===== src/rtl/oled_source_arbiter.sv =====
// Frame-synchronous arbiter sharing the OLED pixel stream among four sources.
// Grants change only on frame boundaries. Rotation is round-robin, with a minimum
// hold time while other sources are waiting. The colour scheme R is also applied
// only on frame boundaries.
module oled_source_arbiter #(
  parameter int unsigned HOLD_FRAMES = 8,
  parameter logic [15:0] BG_COLOUR   = 16'h0000
) (
  input  logic        clock,
  input  logic        resetn,
  input  logic        frame_begin,
  input  logic [3:0]  req,
  input  logic [15:0] data0,
  input  logic [15:0] data1,
  input  logic [15:0] data2,
  input  logic [15:0] data3,
  input  logic        theme_next,
  output logic [3:0]  grant,
  output logic [1:0]  R,
  output logic [15:0] pixel_data,
  output logic        switch_pulse
);

  typedef enum logic {IDLE, ACTIVE} state_e;

  state_e      state_q, state_d;
  logic [1:0]  cur_q, cur_d;
  logic [7:0]  hold_q, hold_d;
  logic [1:0]  rr_q, rr_d;
  logic [3:0]  grant_q, grant_d;
  logic        switch_q, switch_d;
  logic [15:0] pix_q, pix_d;
  logic [1:0]  pend_q, pend_d;
  logic [1:0]  r_q, r_d;

  logic [3:0]  others;
  logic [7:0]  hold_limit;

  assign hold_limit = 8'(HOLD_FRAMES - 1);
  assign others     = req & ~(4'b0001 << cur_q);

  // Return the first set bit of v, searching upward from start and wrapping mod 4.
  function automatic logic [1:0] pick_first(input logic [3:0] v, input logic [1:0] start);
    logic [1:0] idx;
    logic [1:0] res;
    logic       found;
    res   = '0;
    found = 1'b0;
    for (int unsigned k = 0; k < 4; k++) begin
      idx = start + 2'(k);
      if (!found && v[idx]) begin
        res   = idx;
        found = 1'b1;
      end
    end
    return res;
  endfunction

  // State register: arbitration state, theme state and registered outputs.
  always_ff @(posedge clock or negedge resetn) begin
    if (!resetn) begin
      state_q  <= IDLE;
      cur_q    <= '0;
      hold_q   <= '0;
      rr_q     <= '0;
      grant_q  <= '0;
      switch_q <= 1'b0;
      pix_q    <= '0;
      pend_q   <= '0;
      r_q      <= '0;
    end else begin
      state_q  <= state_d;
      cur_q    <= cur_d;
      hold_q   <= hold_d;
      rr_q     <= rr_d;
      grant_q  <= grant_d;
      switch_q <= switch_d;
      pix_q    <= pix_d;
      pend_q   <= pend_d;
      r_q      <= r_d;
    end
  end

  // Next-state logic: arbitration decisions happen only in frame_begin cycles.
  always_comb begin
    state_d = state_q;
    cur_d   = cur_q;
    hold_d  = hold_q;
    rr_d    = rr_q;
    if (frame_begin) begin
      unique case (state_q)
        IDLE: begin
          if (req != '0) begin
            state_d = ACTIVE;
            cur_d   = pick_first(req, rr_q);
            hold_d  = '0;
            rr_d    = cur_d + 2'd1;
          end
        end
        ACTIVE: begin
          if (!req[cur_q]) begin
            if (others != '0) begin
              cur_d  = pick_first(others, rr_q);
              hold_d = '0;
              rr_d   = cur_d + 2'd1;
            end else begin
              state_d = IDLE;
            end
          end else if ((others != '0) && (hold_q >= hold_limit)) begin
            cur_d  = pick_first(others, rr_q);
            hold_d = '0;
            rr_d   = cur_d + 2'd1;
          end else if (hold_q != 8'hFF) begin
            hold_d = hold_q + 8'd1;
          end
        end
        default: state_d = IDLE;
      endcase
    end
  end

  // Output logic: the one-hot grant, the change pulse, and a pixel mux driven by the registered owner.
  always_comb begin
    grant_d  = (state_d == ACTIVE) ? (4'b0001 << cur_d) : '0;
    switch_d = (grant_d != grant_q);
    pix_d    = BG_COLOUR;
    if (state_q == ACTIVE) begin
      unique case (cur_q)
        2'd0: pix_d = data0;
        2'd1: pix_d = data1;
        2'd2: pix_d = data2;
        2'd3: pix_d = data3;
        default: pix_d = BG_COLOUR;
      endcase
    end
  end

  // Theme logic: pend follows each theme_next pulse, and R takes pend (including a coincident pulse) at a frame boundary.
  always_comb begin
    pend_d = pend_q + {1'b0, theme_next};
    r_d    = frame_begin ? pend_d : r_q;
  end

  assign grant        = grant_q;
  assign switch_pulse = switch_q;
  assign pixel_data   = pix_q;
  assign R            = r_q;

endmodule

===== config.mk =====
export PLATFORM = sky130hd
export DESIGN_NAME = oled_source_arbiter
export DESIGN_NICKNAME = d
export VERILOG_FILES = /design/src/rtl/oled_source_arbiter.sv
export SDC_FILE = /design/constraint.sdc
export NUM_CORES = 1
export LEC_CHECK = 0
export ABC_AREA = 1
export CORE_MARGIN = 10
export CORE_UTILIZATION = 40
export CTS_CLUSTER_DIAMETER = 40
export DETAILED_ROUTE_END_ITERATION = 8
export HOLD_SLACK_MARGIN = 0.08
export PLACE_DENSITY_LB_ADDON = 0.2
export SYNTH_ARGS = -nofsm -noshare
export SYNTH_HDL_FRONTEND = slang
export SYNTH_SLANG_ARGS = --single-unit

===== constraint.sdc =====
create_clock -name clock -period 5.5 [get_ports clock]
set_input_delay 1.1 -clock clock [delete_from_list [all_inputs] [get_ports clock]]
set_output_delay 1.1 -clock clock [all_outputs]
set_load 0.05 [all_outputs]

==> impl_summary.md, run 1 <==
Die
For this configuration, the core starts out at a cell density of 0.4124. The x dimension of the die is 100.9 µm. The floorplan step set the die height to 100.9 µm.

The I/O pin total is between 90 and 100. The placement row count is 29. After floorplanning, the core was sized to cover ~6300 µm². The die area is 10180 µm².

Synth
The per-instance average area after synthesis is 7.175 µm². The number of cells produced by synthesis is 365. The share of synthesized registers carrying an async set or reset is 1.000. The synthesized design contains 38 register bits. The library cell with the highest instance count after synthesis is sky130_fd_sc_hd__nand2_1. Counting distinct cell types in the post-synthesis netlist gives 32. The post-synthesis instance area is ~2600 µm².

Sorting the synthesized cells by how often they occur yields sky130_fd_sc_hd__nand2_1, sky130_fd_sc_hd__dfrtp_1, sky130_fd_sc_hd__inv_1, sky130_fd_sc_hd__nand3_1, sky130_fd_sc_hd__o21ai_0. The Yosys warning count is 0. The number of nets produced by synthesis is 439.

The portion of synthesized cell area occupied by the leading cell type is 0.3631. The largest total area in the synthesized netlist belongs to sky130_fd_sc_hd__dfrtp_1. The number of enable flip-flop cells after synthesis is 0. By area the synthesized netlist is led by sky130_fd_sc_hd__dfrtp_1, sky130_fd_sc_hd__nand2_1, sky130_fd_sc_hd__a221oi_1, sky130_fd_sc_hd__inv_1, sky130_fd_sc_hd__nand3_1. The sequential element share of the synthesized area is 0.3631. The dominant register cell in the synthesized netlist is sky130_fd_sc_hd__dfrtp_1.

Detailed routing
For this run, design rule violations remaining after detail routing come to 0. The number of DRC markers in iteration 0 is around 170. The detailed-route via count is ~2800. In the routed layout, each cell is associated on average with a via count of 5.287. The final routed wirelength across all metal layers is 8.296 mm. In the final routed layout, each cell accounts on average for 15.56 µm. The first detailed-routing pass took 4 iterations. The number of routed nets with antenna violations is 0.

Worst hold path
The worst hold path begins at pend_q[1]. The worst hold path class is reg2reg. The capture endpoint of the worst hold path is pend_q[1]. Counting instances, the worst hold path has a depth of 1.

Worst setup path
The endpoint identified for the worst register-to-register timing path is switch_pulse. The library cell contributing the largest single delay on the critical path is sky130_fd_sc_hd__clkdlybuf4s50_1. Data arrives at the worst endpoint at 3.20 ns. Across all register-to-register paths, the minimum setup slack is ~3 ns. STA puts the critical path data required time at 5.69 ns.

In this run the worst path has a maximum fanout of 4. Counting cells, the worst reg-to-reg path comes to 16. The critical path launch point type is an input pin. The startpoint of the worst-slack reg-to-reg timing path is cur_q[1].

The delay contributed by the slowest stage of the critical path is about 0.54 ns. Traced cell by cell, the critical path runs through clkdlybuf4s50_1, inv_1, o21ai_0, nand2_2, nand2_4, nand2_1, nand2_1, nand2_1, nand2_2, nand3_2, nand2_1, nor2_1, nor2_1, nand3_1, nand2_1, nand2_1, nor2_1, nand2_1. The worst setup path is captured at a flop. The worst setup path category is in2reg. The most common cell type on the critical path is sky130_fd_sc_hd__nand2_1.

Timing
The maximum clock rate is 332.4 MHz. For the pin with the worst max-slew slack, the measured transition is about 0.85 ns. Between clock sinks in the finished design, the worst skew comes to 0.004437 ns. The final-report hold violation count is 0. In the final timing run, aggregate negative setup slack is 0 ns. In the post-route analysis, the smallest setup slack over all paths is about 2.5 ns. The period utilization is 0.5470. The max-slew violation total from the final report is 0. The routed design could run at a clock period as short as 3.009 ns. Setup violations remaining at the end of the flow were counted as 0.

The relative slew slack is 0.4364. Setup repair after global routing left no endpoint under its margin.

Clock tree
The sink count of the clock tree is 38. The number of hold buffers added after CTS was 0. The number of CTS-inserted buffers is 5.

After clock tree synthesis, the repair step resized 0 gates. The CTS H-tree depth is 2. The clock transition at the registers of the reported paths is approximately 0.08 ns.

The number of buffers added for setup after CTS is 0. The buffer levels on the longest clock path is 2. The buffer type at the clock tree root is sky130_fd_sc_hd__clkbuf_8. The clock tree from TritonCTS is built. The clock insertion delay at the later pin of the skew report is around 0.29 ns.

Place
The count of input and output buffers is 94. The wire-length estimate of the detail-placed layout is 6.721 mm. The final weighted congestion of routability-driven global placement is 0.8578. At the placement stage, the worst setup path has a slack of 2.211 ns.

Global route
The total global-route track usage is 0.1645. The number of antenna violations at the first check in global routing is 0. The total congestion overflow is 0. The first global-routing pass estimated between 10 and 15 mm of wire.

The largest net degree at the start of global routing is 39. The via count of the first global-routing pass came to 2878.

Pwr
Cell internal power was estimated by the tool at ~1 mW. VDD sags by at most between 0.2 and 0.25 mV. The share of power burned in the clock network is 0.115.

Total power for the finished layout comes to 2.134 mW. The total power density per cell area is 576.1 nW/µm². The analysis attributes to net switching a power of around 1.1 mW. The switching part of the total power is 0.5311. The leakage power summed over all cells is between 1.5 and 2 nW. The power share of the sequential group is 0.219. Of the total power, combinational logic draws 0.666.

Finish
For this run, the post-layout net count is 530. Relative to the synthesized area, the layout overhead comes to 41.42%. The diode insertion count for antenna repair is 0.

The proportion of layout cells with a drive suffix above 1 is 0.1118.

Job
Max-cap violations in this run came to 0.

Outcome
The run finished with clean final reports.
## cells in the final DEF, fill, tap and decap left out, types with 2 or more instances in the layout
| cell type | instances |
|---|---|
| sky130_fd_sc_hd__a21oi_1 | 25 |
| sky130_fd_sc_hd__a221oi_1 | 16 |
| sky130_fd_sc_hd__clkbuf_8 | 6 |
| sky130_fd_sc_hd__clkdlybuf4s50_1 | 93 |
| sky130_fd_sc_hd__dfrtp_1 | 38 |
| sky130_fd_sc_hd__ha_1 | 2 |
| sky130_fd_sc_hd__inv_1 | 36 |
| sky130_fd_sc_hd__inv_2 | 6 |
| sky130_fd_sc_hd__nand2_1 | 94 |
| sky130_fd_sc_hd__nand2_2 | 20 |
| sky130_fd_sc_hd__nand2_4 | 3 |
| sky130_fd_sc_hd__nand3_1 | 27 |
| sky130_fd_sc_hd__nand3_2 | 5 |
| sky130_fd_sc_hd__nand4_1 | 7 |
| sky130_fd_sc_hd__nor2_1 | 22 |
| sky130_fd_sc_hd__nor2_4 | 3 |
| sky130_fd_sc_hd__nor3_1 | 5 |
| sky130_fd_sc_hd__nor3b_1 | 2 |
| sky130_fd_sc_hd__o21a_1 | 2 |
| sky130_fd_sc_hd__o21ai_0 | 26 |
| sky130_fd_sc_hd__o21ai_1 | 3 |
| sky130_fd_sc_hd__o21ai_2 | 3 |
## worst max path at each step
stage,depth (start not counted),endpoint,from,slack (ns)
global placement,18,switch_pulse,req[1],2.26
floorplan,16,switch_pulse,req[2],2.99
global route,18,switch_pulse,req[1],2.21
finish,18,switch_pulse,req[1],2.49
detailed placement,18,switch_pulse,req[1],2.21
CTS,18,switch_pulse,req[1],2.52
## power groups by stage
stage / Clock (mW) / Sequential [mW] / Combinational [mW]
5_1_grt: 0.260 / 0.485 / 1.57
2_1_floorplan: 0 / 0.702 / 0.807
4_1_cts: 0.247 / 0.470 / 1.43
3_5_place_dp: 0 / 0.475 / 1.42
3_3_place_gp: 0 / 0.473 / 1.41
6_report: 0.245 / 0.468 / 1.42
## layout make-up
type / instances / area, µm²
clock inverter: 1 / 30.03
multi-input combinational: 273 / 1440
sequential: 38 / 950.9
fill: 605 / 2646
tap: 77 / 96.34
inverter: 44 / 167.7
timing repair buffer: 94 / 935.9
clock buffer: 6 / 82.58
## worst max-delay path, delay by kind of cell
| kind | cells | cell delay [ns] |
|---|---|---|
| buf+inv | 2 | 0.61 |
| compound gates | 1 | 0.26 |
| simple gates | 15 | 1.21 |
## routing by layer
metal	share of wire	track usage	wire, µm	vias to the layer above
li1	-	-	-	1402
met1	0.38	0.1694	3155	1298
met2	0.47	0.2713	3903	109
met3	0.14	0.1097	1134	9
met4	0.012	0.03859	102	0
met5	0	0	0	-
## flip-flops by register name, indices dropped and copies added, names as in the netlist
register and flops:
R 2, cur_q 2, grant 4, hold_q 8
pend_q 2, pixel_data 16, rr_q 2, state_q 1
switch_pulse 1
## cell families (layout without fill, tap and decap cells)
kind of cell             after synthesis  count (layout)  synth area share
AND/OR/NAND/NOR                      192             192            0.3526
AO/OA/AOI/OAI                         77              77            0.1811
adder cells (fa/ha/maj)                2               2          0.009554
flip-flops                            38              38            0.3631
buffers and inverters                 54             145           0.08696
XOR/XNOR                               2               2          0.006690
## per-stage QoR
stage                     cell area (µm²)  std cells  hold WS, ns  utilization
after floorplan                      2619        365       0.4323            -
after global placement               3591        526       0.4480       0.5655
after detailed placement             3591        526       0.4558       0.5655
after CTS                            3704        533       0.4670       0.5833
after global routing                 3704        533       0.4983       0.5833
final                                3704        533       0.4625       0.5833
(Power assumes the default switching activity.)
==> inputs of run 2 (changes only) <==
- clock period: 5.5 -> 2.62 ns (I/O delays scaled with it)
==> run 2 against run 1 <==
  * Worst hold slack got worse by 0.14 ns
  * Core utilization increased by 1.3 points
  * Global-route usage about the same
  * Combinational power increased by 120%
  * Worst setup slack got worse by 2.2 ns
  * Critical path type unchanged
  * Critical endpoint unchanged
==> impl_summary.md, run 2 (synthesis gave the netlist of run 1 again) <==
Place
The count of input and output buffers is 94. The final weighted congestion of routability-driven global placement is 0.9191. The cell count after placement is about 540.

The placed instances occupy a cell area of 3689 µm². The HPWL after detailed placement is 6.788 mm. The pre-CTS worst setup slack is -0.03581 ns.

Die
In this run the horizontal extent of the chip is 100.9 µm. The initial core utilization is 0.4124. The height of the die is 100.9 µm. The placement row count is 29. The core area is approximately 6300 µm². The die area is 10180 µm². The I/O pin total is 95.

Global route
The via count of the first global-routing pass is 2830. Across every metal layer, demand over resource in global routing totals 0.1649. The total congestion overflow is 0.

The number of antenna violations at the first check in global routing was 0. The first global-routing pass estimated between 10 and 15 mm of wire. The largest net degree at the start of global routing is 39.

Timing
The worst-case clock skew is slightly below 0.008 ns. The routed design could run at a clock period as short as roughly 2.4 ns. The final-report hold violation count came to 0.

The period utilization is 0.8992. The max-slew violation total from the final report was 0. Setup slack on the critical path of the routed design comes to 0.2641 ns. Setup repair after global routing left no endpoint under its margin. The worst pin sits at a relative slew slack of 0.4412. The tightest hold path in the finished design has a slack of 0.3233 ns. The slew at the pin closest to its max-slew limit is between 0.8 and 0.9 ns.

The setup violation total in the final timing report is 0. Derived from the worst setup path, the maximum achievable clock frequency is around 420 MHz.

Worst hold path
The worst hold path class is in2async.

Finish
The diode insertion count for antenna repair is 0. The final-stage net count is 543. Leaving out fill and tap cells, the most frequent cells in the layout are sky130_fd_sc_hd__nand2_1, sky130_fd_sc_hd__clkdlybuf4s50_1, sky130_fd_sc_hd__dfrtp_1, sky130_fd_sc_hd__inv_1, sky130_fd_sc_hd__nand3_1.

The final standard cell count with taps included and fillers excluded is 547. The library cell used most frequently in the layout, excluding fill and tap cells, is sky130_fd_sc_hd__nand2_1. The filler cells instantiated in the layout total approximately 600. The core occupancy in the finished layout is 0.5963. Of the cells placed in the final design, the portion with a size suffix greater than 1 is 0.1404.

The area growth from synthesis to layout is 44.58%. The total non-filler cell area in the finished layout is 3786 µm². The register with the most flip-flops in the layout has 16 of them.

Clock tree
The clock tree from TritonCTS is built. After clock tree synthesis, the clock-pin slew on the worst setup and hold paths is around 0.080 ns. Counting every sink on the clock net gives 38. The later pin in the worst-skew pair is clocked with a latency of between 0.2 and 0.3 ns.

The buffer levels on the longest clock path is 2. The CTS H-tree depth is 2. CTS placed an instance of sky130_fd_sc_hd__clkbuf_8 at the clock tree root. TritonCTS created 5 clock buffers.

Job
The number of violations of the max-capacitance limit is 0.

Detailed routing
The routed layout has 2819 vias. In this run the remaining antenna-violating nets after routing total 0. The routed wirelength normalized by instance count is around 15 µm. Summed over all layers, the routed wires come to 8.403 mm. The DRC violation count after routing is 0. The pre-antenna-repair detailed-routing pass consisted of 6 iterations. The detailed router finished its first iteration with around 190 violations. The vias per cell is 5.154.

Outcome
The run finished with clean final reports.

Worst setup path
The element type at the critical path end is a flop. The number of buffers and inverters on the critical path is 2. The cell type group with the largest total delay on the critical path is simple AND/OR/NAND/NOR gates.

The worst setup path is launched from an input pin. The most common cell type on the critical path is sky130_fd_sc_hd__nand2_2. The data arrival time of the worst path is about 2.6 ns. In this design, the stage delay of the slowest critical-path cell is 0.51 ns. The worst setup path category is in2reg. On the critical path, the stage with the largest delay is an instance of sky130_fd_sc_hd__clkdlybuf4s50_1.

Of all nets on the critical path, the largest fanout is 5. Data on the critical path is required at its endpoint by ~2.8 ns. The critical path goes through clkdlybuf4s50_1, inv_1, o21ai_0, nand2_2, nand2_4, nor2_4, nand2_2, nand3_1, nand2_1, nand3_1, nand2_2, nand2_2, nand2_2, nand3_1, nand2_1, nand2_1, nor2_1, nand2_1.

Pwr
The total power density per cell area is 1184 nW/µm². The worst-case IR drop observed on VDD is 0.5050 mV. The leakage power summed over all cells is 1.741 nW.
run 2: cell types whose count changed in the layout (fill, tap and decap cells not counted):
cell,change
sky130_fd_sc_hd__nor2_1,-1
sky130_fd_sc_hd__clkinvlp_4,+1
sky130_fd_sc_hd__nor2_2,+1
sky130_fd_sc_hd__bufinv_16,-1
sky130_fd_sc_hd__buf_4,+13
sky130_fd_sc_hd__clkinv_2,+1
run 2: final timing paths:
check	start	to	cells after the start	slack, ns
min in group clock	pend_q[1]	pend_q[1]	1	0.46
max in group asynchronous	resetn	pixel_data[1]	1	1.76
hold / removal	resetn	hold_q[5]	1	0.32
hold reg to reg	pend_q[1]	pend_q[1]	1	0.46
setup reg to reg	cur_q[1]	switch_pulse	16	0.33
setup / recovery	req[1]	switch_pulse	18	0.26
run 2: what timing repair did:
action	in CTS	in global routing
setup buffers	0	0
hold buffers	0	0
gates resized for setup	0	1
endpoints found under the setup margin	0	1
run 2: through the flow:
step | TNS (ns) | power, mW
2_1_floorplan | 0 | 3.169
6_report | 0 | 4.484
5_1_grt | 0 | 4.848
4_1_cts | 0 | 4.504
3_5_place_dp | -0.03581 | 4.066
3_3_place_gp | 0 | 4.040
run 2: cell type report:
class                           count  area, µm²  area share
Clock inverter                      2      12.51    0.003305
Tap cell                           77      96.34     0.02545
Timing Repair Buffer              107       1033      0.2730
Clock buffer                        6      82.58     0.02181
Inverter                           44      167.7     0.04428
Multi-Input combinational cell    273       1443      0.3810
Sequential cell                    38      950.9      0.2512
run 2: per-layer routing:
metal / share of wire / vias to the layer above / wire length [µm] / global-route usage
met5: 0 / - / 0 / 0
met4: 0.013 / 0 / 113 / 0.04394
met3: 0.13 / 10 / 1091 / 0.1056
met2: 0.46 / 94 / 3885 / 0.2590
met1: 0.39 / 1293 / 3313 / 0.1812
li1: - / 1422 / - / -
run 2: report_power, final:
group,internal (mW),switching (mW)
logic,1.06,2.06
clock network,0.212,0.213
registers,0.810,0.132
total,2.08,2.40
